===== config.mk =====
export PLATFORM = sky130hd
export DESIGN_NAME = mem_ctrl_flat
export DESIGN_NICKNAME = d
export VERILOG_FILES = /design/src/rtl/mem_ctrl_pkg.sv /design/src/rtl/mem_ctrl_if.sv /design/src/rtl/mem_array.sv /design/src/rtl/mem_ctrl.sv /design/src/flat_wrapper.sv
export SDC_FILE = /design/constraint.sdc
export NUM_CORES = 2
export LEC_CHECK = 0
export CAP_MARGIN = 25
export CORE_MARGIN = 2
export CORE_UTILIZATION = 51
export CTS_BUF_LIST = sky130_fd_sc_hd__clkbuf_4
export DETAILED_ROUTE_END_ITERATION = 7
export GPL_ROUTABILITY_DRIVEN = 0
export GPL_TIMING_DRIVEN = 1
export PLACE_DENSITY = 0.66
export SLEW_MARGIN = 40
export SYNTH_ARGS = -nofsm -noshare
export SYNTH_HDL_FRONTEND = slang
export SYNTH_SLANG_ARGS = --single-unit

===== constraint.sdc =====
create_clock -name clk -period 7.34 [get_ports clk]
set_input_delay 1.468 -clock clk [delete_from_list [all_inputs] [get_ports clk]]
set_output_delay 1.468 -clock clk [all_outputs]
set_load 0.02 [all_outputs]

===== src/rtl/mem_ctrl_pkg.sv =====
// Shared definitions for the memory controller and the controller FSMs that drive it.
// Holds the access-FSM state encoding, the rw polarity constants and the address range check.
// No logic of its own; latency and backpressure are defined by the users.
package mem_ctrl_pkg;

  typedef enum logic [1:0] {
    IDLE    = 2'd0,
    WAIT    = 2'd1,
    DONE    = 2'd2,
    RELEASE = 2'd3
  } mem_state_t;

  localparam logic RW_READ  = 1'b1;
  localparam logic RW_WRITE = 1'b0;

  // An address is in range when every bit above the array index is zero.
  function automatic logic addr_in_range(input logic [15:0] a, input int depth_log2);
    return (a >> depth_log2) == 16'h0000;
  endfunction

endpackage


===== src/rtl/mem_ctrl_if.sv =====
// Bus between a controller FSM (master) and mem_ctrl (slave), plus the program preload port.
// Pure wiring, no latency.
// Master holds mem_en until mfc; the slave ignores a held mem_en after completion.
interface mem_ctrl_if;
  logic        mem_en;
  logic        rw;
  logic [15:0] addr;
  logic [15:0] data_in;
  logic [15:0] data_out;
  logic        mfc;
  logic        busy;
  logic        addr_err;
  logic        ld_en;
  logic [15:0] ld_addr;
  logic [15:0] ld_data;

  modport master (
    output mem_en, rw, addr, data_in, ld_en, ld_addr, ld_data,
    input  data_out, mfc, busy, addr_err
  );

  modport slave (
    input  mem_en, rw, addr, data_in, ld_en, ld_addr, ld_data,
    output data_out, mfc, busy, addr_err
  );
endinterface


===== src/rtl/mem_array.sv =====
// Word storage: one synchronous write port, one combinational read port.
// Write lands on the clock edge; read data is valid in the same cycle as raddr.
// No backpressure; the owner registers the read data.
module mem_array #(
  parameter int DEPTH_LOG2 = 8,
  parameter int WIDTH      = 16
) (
  input  logic                  clk,
  input  logic                  we,
  input  logic [DEPTH_LOG2-1:0] waddr,
  input  logic [WIDTH-1:0]      wdata,
  input  logic [DEPTH_LOG2-1:0] raddr,
  output logic [WIDTH-1:0]      rdata
);

  logic [WIDTH-1:0] mem [2**DEPTH_LOG2];

  // Synchronous write; contents are deliberately left untouched by reset.
  always_ff @(posedge clk) begin
    if (we) mem[waddr] <= wdata;
  end

  assign rdata = mem[raddr];

endmodule


===== src/rtl/mem_ctrl.sv =====
// Handshaked single-port memory controller with fixed wait states and a preload port.
// Latency: mfc pulses WAIT_CYC+1 cycles after the edge that accepts mem_en.
// A held mem_en is parked in RELEASE until it drops; preload is only taken when idle and unrequested.
module mem_ctrl
  import mem_ctrl_pkg::*;
#(
  parameter int DEPTH_LOG2 = 8,
  parameter int WAIT_CYC   = 2
) (
  input logic       clk,
  input logic       rst,
  mem_ctrl_if.slave bus
);

  localparam logic [3:0] WAIT_INIT = 4'(WAIT_CYC);

  mem_state_t state_q, state_d;
  logic [3:0]  cnt_q, cnt_d;
  logic        accept;

  logic [15:0] lat_addr;
  logic [15:0] lat_data;
  logic        lat_rw;
  logic        lat_ok;

  logic        mfc_q;
  logic        err_q;
  logic [15:0] dout_q;

  logic        do_write;
  logic        do_load;
  logic        arr_we;
  logic [DEPTH_LOG2-1:0] arr_waddr;
  logic [15:0] arr_wdata;
  logic [15:0] arr_rdata;

  assign lat_ok = addr_in_range(lat_addr, DEPTH_LOG2);

  // State and wait counter registers.
  always_ff @(posedge clk) begin
    if (rst) begin
      state_q <= IDLE;
      cnt_q   <= 4'd0;
    end else begin
      state_q <= state_d;
      cnt_q   <= cnt_d;
    end
  end

  // Next-state logic: accept, count down the wait states, complete, then wait for mem_en to drop.
  always_comb begin
    state_d = state_q;
    cnt_d   = cnt_q;
    accept  = 1'b0;
    case (state_q)
      IDLE: begin
        if (bus.mem_en) begin
          accept  = 1'b1;
          cnt_d   = WAIT_INIT;
          state_d = (WAIT_CYC == 0) ? DONE : WAIT;
        end
      end
      WAIT: begin
        cnt_d = cnt_q - 4'd1;
        if (cnt_q <= 4'd1) state_d = DONE;
      end
      DONE: begin
        state_d = RELEASE;
      end
      RELEASE: begin
        if (!bus.mem_en) state_d = IDLE;
      end
      default: state_d = IDLE;
    endcase
  end

  // Capture the request at acceptance so later bus changes cannot disturb it.
  always_ff @(posedge clk) begin
    if (rst) begin
      lat_addr <= 16'h0000;
      lat_data <= 16'h0000;
      lat_rw   <= RW_READ;
    end else if (accept) begin
      lat_addr <= bus.addr;
      lat_data <= bus.data_in;
      lat_rw   <= bus.rw;
    end
  end

  // Completion outputs: mfc/addr_err pulse and read data all update on the edge leaving DONE.
  always_ff @(posedge clk) begin
    if (rst) begin
      mfc_q  <= 1'b0;
      err_q  <= 1'b0;
      dout_q <= 16'h0000;
    end else begin
      mfc_q <= (state_q == DONE);
      err_q <= (state_q == DONE) && !lat_ok;
      if (state_q == DONE && lat_rw == RW_READ) begin
        dout_q <= lat_ok ? arr_rdata : 16'h0000;
      end
    end
  end

  // Access writes and preloads never coincide: one needs DONE, the other IDLE.
  assign do_write  = !rst && (state_q == DONE) && (lat_rw == RW_WRITE) && lat_ok;
  assign do_load   = !rst && (state_q == IDLE) && !bus.mem_en && bus.ld_en
                     && addr_in_range(bus.ld_addr, DEPTH_LOG2);
  assign arr_we    = do_write || do_load;
  assign arr_waddr = do_write ? lat_addr[DEPTH_LOG2-1:0] : bus.ld_addr[DEPTH_LOG2-1:0];
  assign arr_wdata = do_write ? lat_data : bus.ld_data;

  mem_array #(
    .DEPTH_LOG2(DEPTH_LOG2),
    .WIDTH     (16)
  ) u_array (
    .clk  (clk),
    .we   (arr_we),
    .waddr(arr_waddr),
    .wdata(arr_wdata),
    .raddr(lat_addr[DEPTH_LOG2-1:0]),
    .rdata(arr_rdata)
  );

  assign bus.mfc      = mfc_q;
  assign bus.addr_err = err_q;
  assign bus.data_out = dout_q;
  assign bus.busy     = (state_q == WAIT) || (state_q == DONE);

endmodule


===== src/flat_wrapper.sv =====
// flat-port wrapper written by rule: the top's interface ports become plain ports
module mem_ctrl_flat import mem_ctrl_pkg::*;
#(
  parameter int DEPTH_LOG2 = 8,
  parameter int WAIT_CYC   = 2
)
  (clk, rst, bus_mem_en, bus_rw, bus_addr, bus_data_in, bus_ld_en, bus_ld_addr, bus_ld_data, bus_data_out, bus_mfc, bus_busy, bus_addr_err);
  mem_ctrl_if bus_i ();
  input logic clk;
  input logic rst;
  input wire logic [$bits(bus_i.mem_en)-1:0] bus_mem_en;
  input wire logic [$bits(bus_i.rw)-1:0] bus_rw;
  input wire logic [$bits(bus_i.addr)-1:0] bus_addr;
  input wire logic [$bits(bus_i.data_in)-1:0] bus_data_in;
  input wire logic [$bits(bus_i.ld_en)-1:0] bus_ld_en;
  input wire logic [$bits(bus_i.ld_addr)-1:0] bus_ld_addr;
  input wire logic [$bits(bus_i.ld_data)-1:0] bus_ld_data;
  output wire logic [$bits(bus_i.data_out)-1:0] bus_data_out;
  output wire logic [$bits(bus_i.mfc)-1:0] bus_mfc;
  output wire logic [$bits(bus_i.busy)-1:0] bus_busy;
  output wire logic [$bits(bus_i.addr_err)-1:0] bus_addr_err;
  assign bus_i.mem_en = bus_mem_en;
  assign bus_i.rw = bus_rw;
  assign bus_i.addr = bus_addr;
  assign bus_i.data_in = bus_data_in;
  assign bus_i.ld_en = bus_ld_en;
  assign bus_i.ld_addr = bus_ld_addr;
  assign bus_i.ld_data = bus_ld_data;
  assign bus_data_out = bus_i.data_out;
  assign bus_mfc = bus_i.mfc;
  assign bus_busy = bus_i.busy;
  assign bus_addr_err = bus_i.addr_err;
  mem_ctrl #(.DEPTH_LOG2(DEPTH_LOG2), .WAIT_CYC(WAIT_CYC)) u_core (.clk(clk), .rst(rst), .bus(bus_i));
endmodule

* Word level (Yosys, flattened, before mapping)
Memory sizes are Yosys's and may differ from the RTL's. A register that Yosys moved wholly into a read port is not among the register bits.
Cells that the tools add are included.
** Word-level totals
- Bits in registers :: 57
- Memory bits (writable) :: 4096
- Input port bits :: 69
- Output and inout bits :: 19
- Logic and storage cells :: 53
- Memories :: 1
** Memory list
- u_core.u_array.mem :: depth 256, bits a word 16, rd ports 1, clocked after memory_dff 1, write ports 1, RTL line mem_array.sv:16 : logic [WIDTH-1:0] mem [2**DEPTH_LOG2];
** Operators by class
- Add/subtract/negate cells :: 1
- $lt $le $gt $ge :: 1
- Equal/unequal tests :: 6
- Multiplexer cells :: 15
- Bitwise gates (word level) :: 1
- Reductions and logical operators :: 20
** Operators by type and width (number)
- zero test 16 bit :: 2
- two-way mux 16 bit :: 2
- two-way mux 8 bit :: 3
- logical AND 1 bit :: 9
- case mux 2 bit (4 select lines) :: 1
- case mux 4 bit (2 select lines) :: 1
- two-way mux 2 bit :: 3
- == test 2 bit (second input constant) :: 2
- less-or-equal comparator 4 x 1 -> 1 bit (second input constant) :: 1
- two-way mux 1 bit :: 4
- two-way mux 4 bit :: 1
- inequality test 2 bit (second input constant) :: 2
- subtractor 4 x 1 -> 4 bit (second input constant) :: 1
- zero test 1 bit :: 3
- AND reduction 3 bit :: 1
- == test 2 x 1 -> 1 bit (second input constant) :: 1
- zero test 2 bit :: 1
- logical OR 1 bit :: 2
- inequality test 2 x 1 -> 1 bit (second input constant) :: 1
- AND reduction 2 bit :: 1
- nonzero test 2 bit :: 1
- NOT 1 bit :: 1

* Logic depth before layout (Yosys ltp)
- Word-level depth :: 8
- Gate-level depth with buffers :: 13
- Depth with buffers taken out :: 9

* Hierarchy
From an unflattened synthesis, not the netlist that was laid out.
** Second synthesis, totals
- Cell total of the unflattened synthesis :: 7650
- Area, all modules :: 160990.7 um^2
** By module, submodules not included
- mem_array :: instances 1, cells an instance 7344, area an instance 158394.4 um^2, sequential area each 122998.0 um^2
- mem_ctrl :: instances 1, cells an instance 306, area an instance 2596.2 um^2, sequential area each 1141.1 um^2

* Least setup slack after synthesis
OpenSTA, ideal clock, no wires.
- Path kind :: input port to flip-flop
- Start point :: input rst
- End point :: memory u_core.u_array.mem[0][10] (data pin)
- Library setup time :: 0.823 ns
- Data arrival time :: 5.882 ns
- Data required time :: 6.517 ns
- Slack :: 0.636 ns
- Cell stages on the path :: 8
- Buffers on the path :: 4
- Cells stage by stage :: buf_2 -> nor2b_1 -> and4b_1 -> buf_2 -> buf_2 -> buf_1 -> nand2_1 -> nand2_1
** On the way
- Word-level cells in the longest chain between the ends :: 5
** Ends and longest elaborated chain
- from (decl) :: RTL line flat_wrapper.sv:10 : input logic rst;
- zero test 1 bit :: RTL line mem_ctrl.sv:106 : assign do_write = !rst && (state_q == DONE) && (lat_rw == RW_WRITE) && lat_ok;
- logical AND 1 bit (3 in series) :: RTL line mem_ctrl.sv:106
- two-way mux 16 bit :: RTL line mem_ctrl.sv:111 : assign arr_wdata = do_write ? lat_data : bus.ld_data;
- net u_core.arr_wdata[10] :: RTL line mem_ctrl.sv:34 : logic [15:0] arr_wdata;
- to (decl) :: RTL line mem_array.sv:16
The timed path passes the listed nets, and every way through them passes these cells.

==> flow_metrics.env <==
export IMPL_share_of_synthesized_cell_area_in_and_or_nand_and_nor_gates_pct=2.41
export IMPL_post_synth_cell_area_avg_um2=21.3
export IMPL_timing_final_crit_period_ps=4850
export IMPL_via_per_inst=6.37
export IMPL_status="completed"
export IMPL_cellPowerDensity_nw_per_um2=289
export IMPL_main_combinational_cell_family_by_area_after_synthesis="multiplexers"
export IMPL_final_period_utilization_pct=66.1
export IMPL_wl_per_cell_um=33.0
export IMPL_yosys_register_bits=4161
export IMPL_fp_coreArea_um2=312000
export IMPL_nFillCells=22800
export IMPL_cp_max_fo=30
export IMPL_ff2ff_setup_slack_ps=2490
export IMPL_synth_distinct_cells=82
export IMPL_ys_warn_count=0
export IMPL_fp_row_count=205
export IMPL_tns_ps=0
export IMPL_area_growth_synth_to_final_pct=12.9
export IMPL_tritoncts_num_sinks=4161
export IMPL_detailedPlacementHpwl_mm=270
export IMPL_die_height_um=565
export IMPL_synth_xor_xnor_area_share_pct=0
export IMPL_synth_enable_flop_cells=4096
export IMPL_wl_mm=445
export IMPL_fin_util_pct=58.0
export IMPL_tightest_slew_ps=945
export IMPL_pre_cts_ws_ps=1610
export IMPL_port_buffers=87
export IMPL_root_buffer="sky130_fd_sc_hd__clkbuf_4"
export IMPL_final_setup_worst_slack_ps=2490
export IMPL_met3_track_usage_gr_pct=7.88
export IMPL_final_setup_skew_ps=199
export IMPL_hold_start="bus_addr[2]"
export IMPL_cts_buffers_inserted=1101
export IMPL_worst_r2r_cell_count=8
export IMPL_total_instance_count_after_detailed_placement=11700
export IMPL_post_synth_fa_ha_maj_area_fraction_pct=0.0468
export IMPL_vias_in_the_first_global_route=86200
export IMPL_post_synth_main_area_contributors="sky130_fd_sc_hd__edfxtp_1, sky130_fd_sc_hd__mux4_2, sky130_fd_sc_hd__mux2i_1"
export IMPL_top_level_ports=88
export IMPL_netlist_top_cells_count="sky130_fd_sc_hd__edfxtp_1, sky130_fd_sc_hd__mux4_2, sky130_fd_sc_hd__mux2i_1"
export IMPL_antenna_violations_before_repair=27
export IMPL_cts_tree="yes"
export IMPL_mappedNetlistNets=7600
export IMPL_floorplan_die_width_um=565
export IMPL_globalRoute_totalOverflow=0
export IMPL_drt_pass1_iterations=6
export IMPL_layout_drive_gt1_share_pct=33.1
export IMPL_slew_headroom_pct=36.3
export IMPL_grt_setup_unrepaired="no"
export IMPL_synth_ff_type="sky130_fd_sc_hd__edfxtp_1"
export IMPL_clock_tree_buffer_depth=5
export IMPL_clk_transition_reported_paths_ps=70
export IMPL_area_fraction_in_compound_gates_after_synthesis_pct=3.54
export IMPL_setup_worst_path_end_class="flop"
export IMPL_number_of_resized_instances_in_the_post_cts_repair_step=0
export IMPL_vdd_ir_drop_worst_v=0.000177
export IMPL_hp_class="in -> reg"
export IMPL_final_std_cells_w_o_fill=13500
export IMPL_crit_path_end="u_core.bus.data_out[4]"
export IMPL_max_freq_mhz=206
export IMPL_setup_violations=0
export IMPL_detailed_route_iter0_violations=12400
export IMPL_floorplan_initialDensity_pct=51.3
export IMPL_regToRegEndpoint="u_core.bus.data_out[4]"
export IMPL_ys_async_sr_fraction_pct=0
export IMPL_vias_after_detailed_routing=85800
export IMPL_crit_path_start_kind="flop"
export IMPL_post_synthesis_cell_count=7525
export IMPL_route_antenna_remaining_nets=0
export IMPL_synth_area_leader_cell="sky130_fd_sc_hd__edfxtp_1"
export IMPL_top_usage_layer="met2"
export IMPL_timing_final_hold_violations=0
export IMPL_cts_htree_levels=7
export IMPL_hold_depth=3
export IMPL_yosysTopAreaCellShare_pct=76.7
export IMPL_grt_pass1_wl_mm=625
export IMPL_use_met2_pct=43.0
export IMPL_synthMuxAreaShare_pct=14.6
export IMPL_grt_max_degree=141
export IMPL_post_synth_top_count_cell="sky130_fd_sc_hd__edfxtp_1"
export IMPL_area_sequential_um2=124000
export IMPL_ys_seq_area_share_pct=77.5
export IMPL_groute_usage_overall_pct=28.1
export IMPL_power_leakage_nw=56.4
export IMPL_detail_route_drc_violations=0
export IMPL_mappedNetlistArea_um2=160000
export IMPL_area_taken_by_multi_input_logic_gates_um2=34200
export IMPL_die_area_um2=319000
export IMPL_worstSkewPairLatency_ps=1690
export IMPL_cap_viol_max_count=0
export IMPL_timing_critical_path_arrival_ps=6320
export IMPL_grt_met1_usage_pct=37.8
export IMPL_fin_nets=8747
export IMPL_timing_setup_critical_path_class="reg -> reg"
export IMPL_final_max_slew_violation_count=0
export IMPL_worstPathRequired_ps=8810
## power by group
group	total, mW	switching, mW	internal (mW)
sequential	26.4	0.136	26.2
clock	19.1	9.04	10.0
combinational	6.94	4.53	2.41
## kinds of logic (layout without fill, tap and decap cells)
family	Yosys count	after routing
compound gates	814	814
fa+ha+maj	6	6
buf+inv	448	2245
flops	4161	4161
mux	1233	1233
other cells	0	20
simple gates	863	863
## worst max-delay path, cell delays in order, from the launching register on
cell                       delay, ps
sky130_fd_sc_hd__dfxtp_4         820
sky130_fd_sc_hd__buf_4           580
sky130_fd_sc_hd__nor2b_4         760
sky130_fd_sc_hd__buf_4           460
sky130_fd_sc_hd__a211o_1         190
sky130_fd_sc_hd__a21oi_1          70
sky130_fd_sc_hd__a211oi_1        620
sky130_fd_sc_hd__nand3_1         700
sky130_fd_sc_hd__o31ai_1         400
## cells in the final DEF (no fill, tap or decap), types with 64 or more instances in the layout
master | Yosys | routed
sky130_fd_sc_hd__nor2_4 | 0 | 71
sky130_fd_sc_hd__buf_4 | 67 | 330
sky130_fd_sc_hd__nand2_1 | 288 | 262
sky130_fd_sc_hd__edfxtp_1 | 4096 | 4096
sky130_fd_sc_hd__o22ai_1 | 107 | 107
sky130_fd_sc_hd__o221ai_1 | 64 | 64
sky130_fd_sc_hd__clkinv_1 | 1 | 166
sky130_fd_sc_hd__a21oi_1 | 150 | 149
sky130_fd_sc_hd__nor2_1 | 321 | 243
sky130_fd_sc_hd__a22oi_1 | 195 | 195
sky130_fd_sc_hd__mux4_2 | 884 | 884
sky130_fd_sc_hd__nand3_1 | 68 | 64
sky130_fd_sc_hd__clkdlybuf4s50_1 | 0 | 86
sky130_fd_sc_hd__mux2i_1 | 328 | 327
sky130_fd_sc_hd__clkbuf_4 | 0 | 1526
## repair_timing
action | CTS | global route
hold endpoints to repair | 1 | 0
setup buffers | 0 | 0
hold buffers | 1 | 0
## state kept, by name, indices dropped and copies added, names as in the netlist, named ones only
signal	flops
u_core.bus.addr_err	1
u_core.bus.data_out	16
u_core.bus.mfc	1
u_core.cnt_q	4
u_core.lat_addr	16
u_core.lat_data	16
u_core.lat_rw	1
u_core.state_q	2
u_core.u_array.mem	4096
## cell type report
cell class	count	area share (%)
clock buffers	1526	6.33
repair buffers	480	2.50
well taps	4140	2.86
multi-input cells	2916	18.9
diodes	20	0.0276
flip-flops and latches	4161	68.7
clock inverters	227	0.711
inverters	12	0.0263
## metrics by stage
stage	total power, mW	hold WS (ps)	area (um2)
floorplan	31.1	437	160000
finish	52.4	399	181000
global placement	33.6	450	167000
detailed placement	33.7	451	168000
global route	54.1	355	181000
CTS	52.6	241	181000
## per-layer routing
metal / vias up / part of all wire (%)
li1: 34500 / -
met2: 5637 / 47
met3: 954 / 11
met5: - / 0.028
met1: 44700 / 37
met4: 18 / 4.0
## how the worst min path moves through the flow
stage | endpoint | slack, ps
finish | flop | 400
global placement | u_core.lat_data[1] | 450
detailed placement | u_core.lat_data[14] | 450
CTS | flop | 240
global route | flop | 360
floorplan | u_core.lat_data[0] | 440
Power figures use the tool's default switching activity.
